==> src/rtl/taillight_sched.sv <==
// taillight_sched: arbitrates left/right turn requests into full 3-step sweeps with guaranteed gaps
module taillight_sched #(
    parameter int GAP_CYCLES = 2,
    parameter int MAX_SWEEPS = 4
) (
    input  logic       clk,
    input  logic       reset,
    input  logic       left_req,
    input  logic       right_req,
    output logic       left,
    output logic       right,
    output logic [1:0] phase,
    output logic       sweep_done,
    output logic       busy
);
    typedef enum logic [1:0] {IDLE, RUN_L, RUN_R, GAP} state_t;
    typedef enum logic {DIR_L, DIR_R} dir_t;

    state_t     state_q;
    dir_t       last_dir_q;
    logic [3:0] sweep_cnt_q;
    logic [3:0] gap_cnt_q;
    logic       eval, grant_l, grant_r, own, oth, cont;

    // grant decision, round-robin tie-break, and same-direction continuation test
    always_comb begin
        eval    = state_q == IDLE || (state_q == GAP && gap_cnt_q == 4'd0);
        grant_l = left_req && (!right_req || last_dir_q == DIR_R);
        grant_r = right_req && (!left_req || last_dir_q == DIR_L);
        own     = state_q == RUN_L ? left_req : right_req;
        oth     = state_q == RUN_L ? right_req : left_req;
        cont    = own && (!oth || MAX_SWEEPS == 0 || ({1'b0, sweep_cnt_q} + 5'd1) < 5'(MAX_SWEEPS));
    end

    // sequencer: state, counters and all registered outputs advance together
    always_ff @(posedge clk) begin
        if (reset) begin
            state_q     <= IDLE;
            last_dir_q  <= DIR_R;
            sweep_cnt_q <= 4'd0;
            gap_cnt_q   <= 4'd0;
            left        <= 1'b0;
            right       <= 1'b0;
            phase       <= 2'd0;
            sweep_done  <= 1'b0;
            busy        <= 1'b0;
        end else if (eval) begin
            state_q     <= grant_l ? RUN_L : grant_r ? RUN_R : IDLE;
            sweep_cnt_q <= 4'd0;
            left        <= grant_l;
            right       <= grant_r;
            phase       <= (grant_l || grant_r) ? 2'd1 : 2'd0;
            sweep_done  <= 1'b0;
            busy        <= grant_l || grant_r;
            if (grant_l)
                last_dir_q <= DIR_L;
            else if (grant_r)
                last_dir_q <= DIR_R;
        end else if (state_q == GAP) begin
            gap_cnt_q <= gap_cnt_q - 4'd1;
        end else if (phase != 2'd3) begin
            phase      <= phase + 2'd1;
            sweep_done <= phase == 2'd2;
        end else if (cont) begin
            phase       <= 2'd1;
            sweep_done  <= 1'b0;
            sweep_cnt_q <= sweep_cnt_q == 4'hF ? sweep_cnt_q : sweep_cnt_q + 4'd1;
        end else begin
            state_q    <= GAP;
            gap_cnt_q  <= 4'(GAP_CYCLES - 1);
            left       <= 1'b0;
            right      <= 1'b0;
            phase      <= 2'd0;
            sweep_done <= 1'b0;
        end
    end
endmodule

==> config.mk <==
export PLATFORM = sky130hd
export DESIGN_NAME = taillight_sched
export DESIGN_NICKNAME = d
export VERILOG_FILES = /design/src/rtl/taillight_sched.sv
export SDC_FILE = /design/constraint.sdc
export NUM_CORES = 1
export LEC_CHECK = 0
export CAP_MARGIN = 25
export CORE_MARGIN = 2
export CORE_UTILIZATION = 50
export CTS_CLUSTER_SIZE = 14
export DETAILED_ROUTE_END_ITERATION = 10
export MAX_ROUTING_LAYER = met4
export PLACE_DENSITY = 0.72
export SYNTH_ARGS = -nofsm -noshare
export SYNTH_HDL_FRONTEND = slang
export SYNTH_SLANG_ARGS = --single-unit
==> constraint.sdc <==
create_clock -name clk -period 4.1 [get_ports clk]
set_input_delay 0.82 -clock clk [delete_from_list [all_inputs] [get_ports clk]]
set_output_delay 0.82 -clock clk [all_outputs]
set_load 0.01 [all_outputs]
==> results of run 1 <==
==> cells in the final DEF (no fill, tap or decap), drive strengths merged <==
| master | netlist | routed |
|---|---|---|
| a2111oi | 2 | 2 |
| a211oi | 1 | 1 |
| a21o | 2 | 2 |
| a21oi | 9 | 9 |
| a221oi | 1 | 1 |
| a311oi | 1 | 1 |
| a31oi | 1 | 1 |
| and2 | 1 | 1 |
| and3 | 3 | 3 |
| and3b | 1 | 1 |
| clkbuf | 3 | 4 |
| clkdlybuf4s50 | 0 | 9 |
| dfxtp | 17 | 17 |
| ha | 4 | 4 |
| inv | 5 | 5 |
| mux2i | 3 | 3 |
| nand2 | 7 | 7 |
| nand2b | 2 | 2 |
| nand3 | 3 | 3 |
| nor2 | 14 | 14 |
| nor3 | 8 | 8 |
| nor3b | 1 | 1 |
| o211ai | 3 | 3 |
| o21ai | 4 | 4 |
| o22a | 1 | 1 |
| o311a | 1 | 1 |
| o311ai | 1 | 1 |
| or2 | 1 | 1 |
| or4 | 2 | 2 |
| xnor2 | 1 | 1 |
| xor2 | 1 | 1 |
==> registers in the layout (all words and copies together) (netlist names) <==
| signal | flops |
|---|---|
| gap_cnt_q | 4 |
| sweep_cnt_q | 4 |
| phase | 2 |
| state_q | 2 |
| busy | 1 |
| last_dir_q | 1 |
| left | 1 |
| right | 1 |
| sweep_done | 1 |
==> cells in the mapped netlist, types with 2 or more instances <==
library cell,instances,area share
ha_1,4,0.057
a21o_1,2,0.017
nand3_1,3,0.017
mux2i_1,3,0.034
dfxtp_1,17,0.39
nand2_1,7,0.030
nor3_1,7,0.040
nor2_1,14,0.060
nand2b_1,2,0.014
o211ai_1,3,0.026
and3_1,3,0.021
clkbuf_1,3,0.013
o21ai_0,3,0.017
inv_1,5,0.021
a21oi_1,9,0.051
==> where the power goes <==
group / internal (mW) / switching, mW
clock: 0.0378 / 0.0499
sequential: 0.175 / 0.00908
combinational: 0.0309 / 0.0398
total: 0.244 / 0.0988
==> path summary, 6_finish.rpt <==
path / start / to / slack [ns] / depth (start not counted)
hold / removal: busy$_SDFFE_PP0P_ / busy$_SDFFE_PP0P_ / 0.47 / 2
hold reg to reg: busy$_SDFFE_PP0P_ / busy$_SDFFE_PP0P_ / 0.47 / 2
setup reg to reg: sweep_cnt_q[0]$_SDFFE_PP0P_ / sweep_cnt_q[3]$_SDFFE_PP0P_ / 2.09 / 5
setup / recovery: left_req / sweep_cnt_q[3]$_SDFFE_PP0P_ / 1.80 / 5
==> through the flow <==
stage / setup slack [ns] / hold slack, ns / utilization
finish: 1.80 / 0.465 / 0.592
global route: 1.67 / 0.489 / 0.592
global placement: 1.54 / 0.447 / 0.576
floorplan: 2.12 / 0.461 / -
CTS: 1.80 / 0.466 / 0.592
detailed placement: 1.49 / 0.453 / 0.576
==> worst reg2reg max path, stage by stage, from the launching register on <==
cell and delay [ns]:
dfxtp_1 0.36, ha_1 0.27, o311ai_1 0.25, a21oi_1 0.14
or4_4 0.56, a2111oi_2 0.35
==> area by class of cell <==
| type | count | area, um2 | share of cell area |
|---|---|---|---|
| clock buffer | 4 | 26.3 | 0.0263 |
| inverter | 5 | 18.8 | 0.0188 |
| multi-input combinational | 79 | 503 | 0.503 |
| sequential | 17 | 340 | 0.340 |
| tap | 17 | 21.3 | 0.0213 |
| timing repair buffer | 9 | 90.1 | 0.0901 |
==> layer usage <==
layer | routed length, um | global-route usage
met4 | 15 | 0.0343
met3 | 63 | 0.0714
met2 | 815 | 0.303
met1 | 826 | 0.236
met5 | 0 | -
==> cells by family after synthesis <==
group	after synthesis
DFF	17
buffers and inverters	9
muxes	3
and+or+nand+nor	43
adders and majority gates	4
AOI/OAI and AO/OA	27
xor gates and xnor gates	2
==> run_results.csv, run 1 <==
group,metric,value,unit
synth,muxShareOfSynthArea,0.0342,
timing,tightest_slew,0.671,ns
drt,first_pass_iters,4,
drt,vias_per_cell,5.94,
clock_network,postCtsSetupBuffers,0,
global_route,grt_use_total,0.192,
synth,synth_area,878,um2
setup_path,worst_path_largest_cell_delay,0.56,ns
global_route,antenna_found_initial,0,
status,status,"completed",
layout,fin_nets,123,
drt,vias,778,
floorplan,rows,15,
place,port_buffers,9,
drt,drt-initial-drc-count,10,
floorplan,die_w,45.9,um
run,maxCapViolCount,0,
place,hpwl,1250,um
power_and_ir_drop,finalPower,0.343,mW
setup_path,critical_path_class,"in2reg",
clock_network,cts_htree_levels,1,
clock_network,clk_path_buf_depth,2,
synth,synthArstFlopShare,0,
synth,syn_inst,105,
timing,fin_worst_skew,0.000749,ns
drt,antenna_left,0,
drt,drt-total-wl,1720,um
clock_network,clk_pin_slew,0.09,ns
synth,synth_flop_cell,"dfxtp_1",
power_and_ir_drop,powerDensity,343,nW/um2
synth,synth.avg_cell_area,8.37,um2
clock_network,cts_buffers,3,
synth,yosysWarnings,0,
layout,fillCellCount,154,
timing,fin_crit,2.30,ns
timing,setup_viol,0,
setup_path,slowest_stage,"or4_4",
timing,hold_viol,0,
synth,synth_seq_cells,17,
synth,syn_nets,113,
floorplan,initial_core_util,0.520,
clock_network,clk_latency,0.28,ns
setup_path,cp-end-kind,"register",
synth,synth_compound_gate_area_share,0.212,
floorplan,io_pins,10,
setup_path,crit_fanout,6,
place,placed_cell_area,973,um2
setup_path,crit_chain,"clkdlybuf4s50_1 -> o311ai_1 -> a21oi_1 -> or4_4 -> a2111oi_2",
clock_network,ctsHoldBuffers,0,
setup_path,required,4.29,ns
synth,synth_top_family_by_area,"simple AND/OR/NAND/NOR gates",
timing,period_share,0.561,
synth,synth-edff-count,0,
drt,wl_per_cell,13.1,um
timing,fmax,435,MHz
synth,synthSimpleGateAreaFrac,0.249,
synth,synth_fa_ha_area_frac,0.0570,
layout,fin_cells,131,
power_and_ir_drop,p_leak,0.384,nW
clock_network,numClockSinks,17,
timing,relSlewSlack,0.551,
synth,synthXorXnorAreaFrac,0.0199,
timing,rsz0062_at_grt,"no",
worst_hold_path,min_path_type,"reg2reg",
layout,drive_gt1_frac,0.0789,
clock_network,cts_tree,"done",
setup_path,crit_family,"compound AO/OA/AOI/OAI gates",
synth,synth-seq-area-share,0.387,
floorplan,die_y,45.9,um
global_route,grt-ovfl-total,0,
global_route,grt_pass1_wl,2810,um
power_and_ir_drop,ir_drop,0.276,mV
global_route,grt_pass1_vias,658,
setup_path,cp_num_buf_inv,1,
floorplan,core,1690,um2
timing,fin_setup_tns,0,ns
place,numPlacedInstances,127,
layout,final_area,1000,um2
floorplan,dieArea,2110,um2
place,place_congestion,0.794,
layout,synthToLayoutAreaGrowth,13.8,%
global_route,grt_max_degree,18,
timing,slew_violations,0,
drt,drc,0,
synth,ys_types,35,
layout,diodes,0,
setup_path,worst_setup_path_start_kind,"input port",
clock_network,cts_resized,0,
clock_network,cts_root_buf,"clkbuf_4",
setup_path,arrival,2.49,ns
No activity file was read; power rests on OpenSTA's default activity.
==> run 2: changes to the inputs <==
- clock period: 4.1 -> 2.2 ns (I/O delays scaled with it)
==> run 2 against run 1 <==
  * Final area rose by 4.5%
  * Count of clock-buffer cells in the layout did not move
  * Register-to-register slack got worse by 1.9 ns
  * Global-route usage rose by 0.82 points
  * Via count rose by 2.6%
  * Sequential share of layout area fell by 1.5 points
  * Non-clock buffer count rose by 6
  * Utilization rose by 2.7 points
  * Clock skew barely moved
  * Critical endpoint unchanged
==> run_results.csv, run 2 (same netlist as run 1, synthesis figures left out) <==
group,metric,value,unit
status,status,"completed",
floorplan,initial_core_util,0.520,
drt,vias,798,
layout,synthToLayoutAreaGrowth,18.9,%
setup_path,required,2.38,ns
setup_path,reg2reg_depth,5,
power_and_ir_drop,p_leak,0.412,nW
global_route,grt_pass1_wl,2970,um
setup_path,arrival,2.19,ns
power_and_ir_drop,switchingPower,0.185,mW
power_and_ir_drop,p_int,0.468,mW
clock_network,clk_latency,0.28,ns
layout,fillCellCount,149,
layout,fin_cells,137,
layout,final_cell_mix,"dfxtp_1, nor2_1, a21oi_1, clkdlybuf4s50_1",
layout,drive_gt1_frac,0.125,
drt,drt-met1-wl,893,um
drt,drc,0,
setup_path,worst_setup_path_start_kind,"register",
clock_network,postCtsSetupBuffers,0,
worst_hold_path,hold-path-cell-count,2,
floorplan,die_y,45.9,um
power_and_ir_drop,finalPower,0.654,mW
setup_path,worst_path_largest_cell_delay,0.56,ns
timing,setup_viol,0,
clock_network,ctsHoldBuffers,0,
timing,fmax,498,MHz
place,place_congestion,0.839,
worst_hold_path,hp-start,"busy$_SDFFE_PP0P_",
timing,tightest_slew,0.655,ns
setup_path,r2r-end,"sweep_cnt_q[3]$_SDFFE_PP0P_",
worst_hold_path,hold_path_end,"busy$_SDFFE_PP0P_",
clock_network,numClockSinks,17,
power_and_ir_drop,seqPwrFrac,0.525,
drt,drt-total-wl,1760,um
setup_path,crit_family,"compound AO/OA/AOI/OAI gates",
drt,antenna_left,0,
run,maxCapViolCount,0,
layout,fin_nets,129,
power_and_ir_drop,powerDensity,626,nW/um2
drt,drt-initial-drc-count,14,
clock_network,cts_resized,0,
timing,fin_setup_tns,0,ns
global_route,grt_max_degree,18,
timing,relSlewSlack,0.562,
floorplan,dieArea,2110,um2
drt,vias_per_cell,5.82,
setup_path,crit_chain,"ha_1 -> o311ai_1 -> a21oi_1 -> or4_4 -> a2111oi_2",
timing,slew_violations,0,
clock_network,clk_path_buf_depth,2,
floorplan,core,1690,um2
layout,final_common_cell,"dfxtp_1",
timing,period_share,0.913,
setup_path,r2r-start,"sweep_cnt_q[0]$_SDFFE_PP0P_",
power_and_ir_drop,ir_drop,0.535,mV
floorplan,io_pins,10,
setup_path,r2r_slack,0.19,ns
clock_network,cts_root_buf,"clkbuf_4",
floorplan,die_w,45.9,um
power_and_ir_drop,swShare,0.284,
clock_network,clk_pin_slew,0.09,ns
place,placed_cell_area,1020,um2
layout,final_area,1040,um2
setup_path,crit_fanout,5,
setup_path,critical_path_class,"reg2reg",
global_route,grt-ovfl-total,0,
drt,met2WireLength,810,um
setup_path,cp-end-kind,"register",
clock_network,cts_buffers,3,
setup_path,slowest_stage,"or4_4",
setup_path,crit_start,"sweep_cnt_q[0]$_SDFFE_PP0P_",
timing,hold_viol,0,
place,port_buffers,9,
drt,met3_length,59,um
drt,top_layer,"met3",
global_route,antenna_found_initial,0,
global_route,grt_use_total,0.200,
timing,fin_worst_skew,0.00117,ns
power_and_ir_drop,pwr-share-clk,0.247,
power_and_ir_drop,power_frac_comb,0.228,
timing,fin_crit,2.01,ns
clock_network,cts_htree_levels,1,
worst_hold_path,min_path_type,"reg2reg",
drt,first_pass_iters,5,
layout,post-route-util,0.619,
layout,reg_top3,"gap_cnt_q: 4 flops, sweep_cnt_q: 4 flops",
drt,wl_per_cell,12.9,um
clock_network,cts_tree,"done",
place,hpwl,1310,um
place,numPlacedInstances,133,
layout,diodes,0,
global_route,grt_pass1_vias,699,
timing,rsz0062_at_grt,"no",
setup_path,cp_num_buf_inv,0,
floorplan,rows,15,
==> run 2: changes by cell type in the layout (fill, tap and decap cells not counted) <==
cell	change
buf_4	+6
==> run 2: layout make-up <==
class                      count  area [um2]  share of cell area
sequential                    17         340               0.326
clock buffer                   4        26.3              0.0251
inverter                       5        18.8              0.0180
timing repair buffer          15         135               0.129
tap                           17        21.3              0.0204
multi-input combinational     79         503               0.481
==> run 2: worst register-to-register path, cell delays in order (launching register included) <==
cell	delay [ns]
dfxtp_1	0.36
ha_1	0.26
o311ai_1	0.24
a21oi_1	0.13
or4_4	0.56
a2111oi_2	0.36
==> run 2: per-layer routing <==
layer | up-vias | GRT usage
met5 | - | -
met4 | 0 | 0.0343
li1 | 413 | -
met3 | 0 | 0.0595
met2 | 15 | 0.319
met1 | 370 | 0.252
==> run 2: how the worst max path moves through the flow <==
stage | endpoint | slack [ns] | cells past startpoint
floorplan | sweep_cnt_q[3]$_SDFFE_PP0P_ | 0.33 | 5
global placement | sweep_cnt_q[3]$_SDFFE_PP0P_ | 0.09 | 5
detailed placement | sweep_cnt_q[3]$_SDFFE_PP0P_ | 0.02 | 5
CTS | sweep_cnt_q[3]$_SDFFE_PP0P_ | 0.18 | 5
global route | sweep_cnt_q[3]$_SDFFE_PP0P_ | 0.008 | 5
finish | sweep_cnt_q[3]$_SDFFE_PP0P_ | 0.19 | 5
==> run 2: through the flow <==
step	hold WS [ns]	setup WS [ns]
global route	0.486	0.00816
detailed placement	0.450	0.0212
CTS	0.464	0.177
finish	0.459	0.192
global placement	0.447	0.0881
floorplan	0.461	0.331
==> run 2: power groups by stage <==
stage	registers (mW)	clock network [mW]	logic (mW)
after floorplan	0.354	0	0.0832
after global placement	0.350	0	0.147
after detailed placement	0.350	0	0.148
after CTS	0.343	0.169	0.149
after global routing	0.347	0.180	0.164
final	0.343	0.161	0.149
==> run 3: changes to the inputs <==
- CORE_ASPECT_RATIO: unset -> 0.9
==> run 3 against run 2 <==
  * Routed wire length down 0.34%
  * Clock skew up 0.010 ns
  * Critical endpoint unchanged
  * Hold slack worse by 0.0014 ns
  * Largest cell class unchanged
  * Flip-flop and latch count unchanged
  * Worst setup slack about the same
==> run_results.csv, run 3 (same netlist as run 1, synthesis figures left out) <==
group,metric,value,unit
worst_hold_path,hp-start,"busy$_SDFFE_PP0P_",
clock_network,numClockSinks,17,
global_route,grt_pass1_vias,722,
timing,fin_worst_skew,0.0112,ns
drt,drc,0,
clock_network,clk_path_buf_depth,2,
floorplan,initial_core_util,0.528,
place,place_congestion,0.783,
power_and_ir_drop,switchingPower,0.188,mW
layout,fillCellCount,156,
drt,drt-total-wl,1760,um
clock_network,cts_root_buf,"clkbuf_4",
clock_network,clk_latency,0.29,ns
power_and_ir_drop,seqPwrFrac,0.527,
power_and_ir_drop,power_frac_comb,0.217,
worst_hold_path,min_path_type,"reg2reg",
timing,rsz0062_at_grt,"no",
timing,slew_violations,0,
power_and_ir_drop,pwr-share-clk,0.256,
global_route,grt_use_total,0.205,
run,maxCapViolCount,0,
power_and_ir_drop,p_leak,0.403,nW
layout,final_common_cell,"dfxtp_1",
setup_path,r2r_slack,0.19,ns
place,hpwl,1280,um
floorplan,die_w,48.2,um
global_route,grt_pass1_wl,2990,um
timing,setup_viol,0,
setup_path,r2r-end,"sweep_cnt_q[3]$_SDFFE_PP0P_",
global_route,antenna_found_initial,0,
worst_hold_path,hold-path-cell-count,2,
drt,vias_per_cell,5.49,
status,status,"completed",
timing,fin_ws,0.193,ns
global_route,grt_max_degree,18,
floorplan,io_pins,10,
floorplan,core,1660,um2
floorplan,die_y,43.8,um
clock_network,cts_resized,0,
drt,antenna_left,0,
timing,tightest_slew,0.493,ns
setup_path,crit_fanout,5,
layout,fin_nets,127,
clock_network,cts_buffers,3,
clock_network,clk_pin_slew,0.10,ns
global_route,grt-ovfl-total,0,
setup_path,cp-end-kind,"register",
layout,drive_gt1_frac,0.110,
drt,drt-initial-drc-count,7,
timing,hold_viol,0,
layout,final_cell_mix,"dfxtp_1, nor2_1, a21oi_1, clkdlybuf4s50_1",
power_and_ir_drop,swShare,0.289,
setup_path,r2r-start,"sweep_cnt_q[0]$_SDFFE_PP0P_",
timing,fmax,498,MHz
clock_network,cts_tree,"done",
layout,reg_top3,"gap_cnt_q: 4 flops, sweep_cnt_q: 4 flops",
worst_hold_path,hold_path_end,"busy$_SDFFE_PP0P_",
timing,fin_crit,2.01,ns
timing,relSlewSlack,0.669,
clock_network,postCtsSetupBuffers,0,
setup_path,critical_path_class,"reg2reg",
drt,first_pass_iters,4,
power_and_ir_drop,p_int,0.463,mW
place,port_buffers,9,
timing,hold_ws,0.458,ns
layout,synthToLayoutAreaGrowth,18.2,%
drt,vias,780,
power_and_ir_drop,ir_drop,0.463,mV
drt,wl_per_cell,12.4,um
power_and_ir_drop,powerDensity,627,nW/um2
floorplan,dieArea,2110,um2
layout,diodes,0,
setup_path,worst_setup_path_start_kind,"register",
clock_network,ctsHoldBuffers,0,
timing,period_share,0.912,
clock_network,cts_htree_levels,1,
setup_path,reg2reg_depth,5,
place,pre_cts_ws,0.0418,ns
timing,fin_setup_tns,0,ns
setup_path,arrival,2.21,ns
floorplan,rows,14,
setup_path,required,2.40,ns
run 3: cell types whose count changed in the layout (fill, tap and decap cells not counted):
cell,before,now
buf_4,6,4
run 3: through the flow:
| step | instances | power (mW) | utilization | cell area, um2 |
|---|---|---|---|---|
| global placement | 138 | 0.489 | 0.608 | 1010 |
| global route | 142 | 0.686 | 0.624 | 1040 |
| finish | 142 | 0.651 | 0.624 | 1040 |
| floorplan | 105 | 0.437 | - | 878 |
| CTS | 142 | 0.658 | 0.624 | 1040 |
| detailed placement | 138 | 0.490 | 0.608 | 1010 |
run 3: layout make-up:
| cell class | instances | area [um2] | area share |
|---|---|---|---|
| clock buffers | 4 | 26.3 | 0.0253 |
| inverters | 5 | 18.8 | 0.0181 |
| flip-flops and latches | 17 | 340 | 0.328 |
| multi-input cells | 79 | 503 | 0.484 |
| repair buffers | 13 | 120 | 0.116 |
| well taps | 24 | 30.0 | 0.0289 |
run 3: layer usage:
metal / share of wire / vias to the layer above / GRT usage
met5: 0 / - / -
met2: 0.47 / 10 / 0.316
met4: 0.015 / 0 / 0.0973
li1: - / 407 / -
met1: 0.49 / 359 / 0.259
met3: 0.022 / 4 / 0.0250
run 3: worst max path at each step:
stage,from,end,slack (ns),cells past startpoint
floorplan,sweep_cnt_q[0]$_SDFFE_PP0P_,sweep_cnt_q[3]$_SDFFE_PP0P_,0.33,5
global placement,left_req,sweep_cnt_q[3]$_SDFFE_PP0P_,0.1,5
detailed placement,left_req,sweep_cnt_q[3]$_SDFFE_PP0P_,0.04,5
CTS,sweep_cnt_q[0]$_SDFFE_PP0P_,sweep_cnt_q[3]$_SDFFE_PP0P_,0.18,5
global route,sweep_cnt_q[0]$_SDFFE_PP0P_,phase[0]$_SDFFE_PP0P_,0.01,6
finish,sweep_cnt_q[0]$_SDFFE_PP0P_,sweep_cnt_q[3]$_SDFFE_PP0P_,0.19,5
run 3: worst max-delay path, cell delays in order (launching register included):
cell and delay (ns):
dfxtp_1 0.36, ha_1 0.26, o311ai_1 0.24, a21oi_1 0.14, or4_4 0.56, a2111oi_2 0.35
run 3: power by group through the flow:
| stage | clock network, mW | logic (mW) | registers [mW] |
|---|---|---|---|
| after floorplan | 0 | 0.0832 | 0.354 |
| after global placement | 0 | 0.139 | 0.350 |
| after detailed placement | 0 | 0.140 | 0.350 |
| after CTS | 0.173 | 0.142 | 0.343 |
| after global routing | 0.181 | 0.158 | 0.347 |
| final | 0.167 | 0.141 | 0.343 |
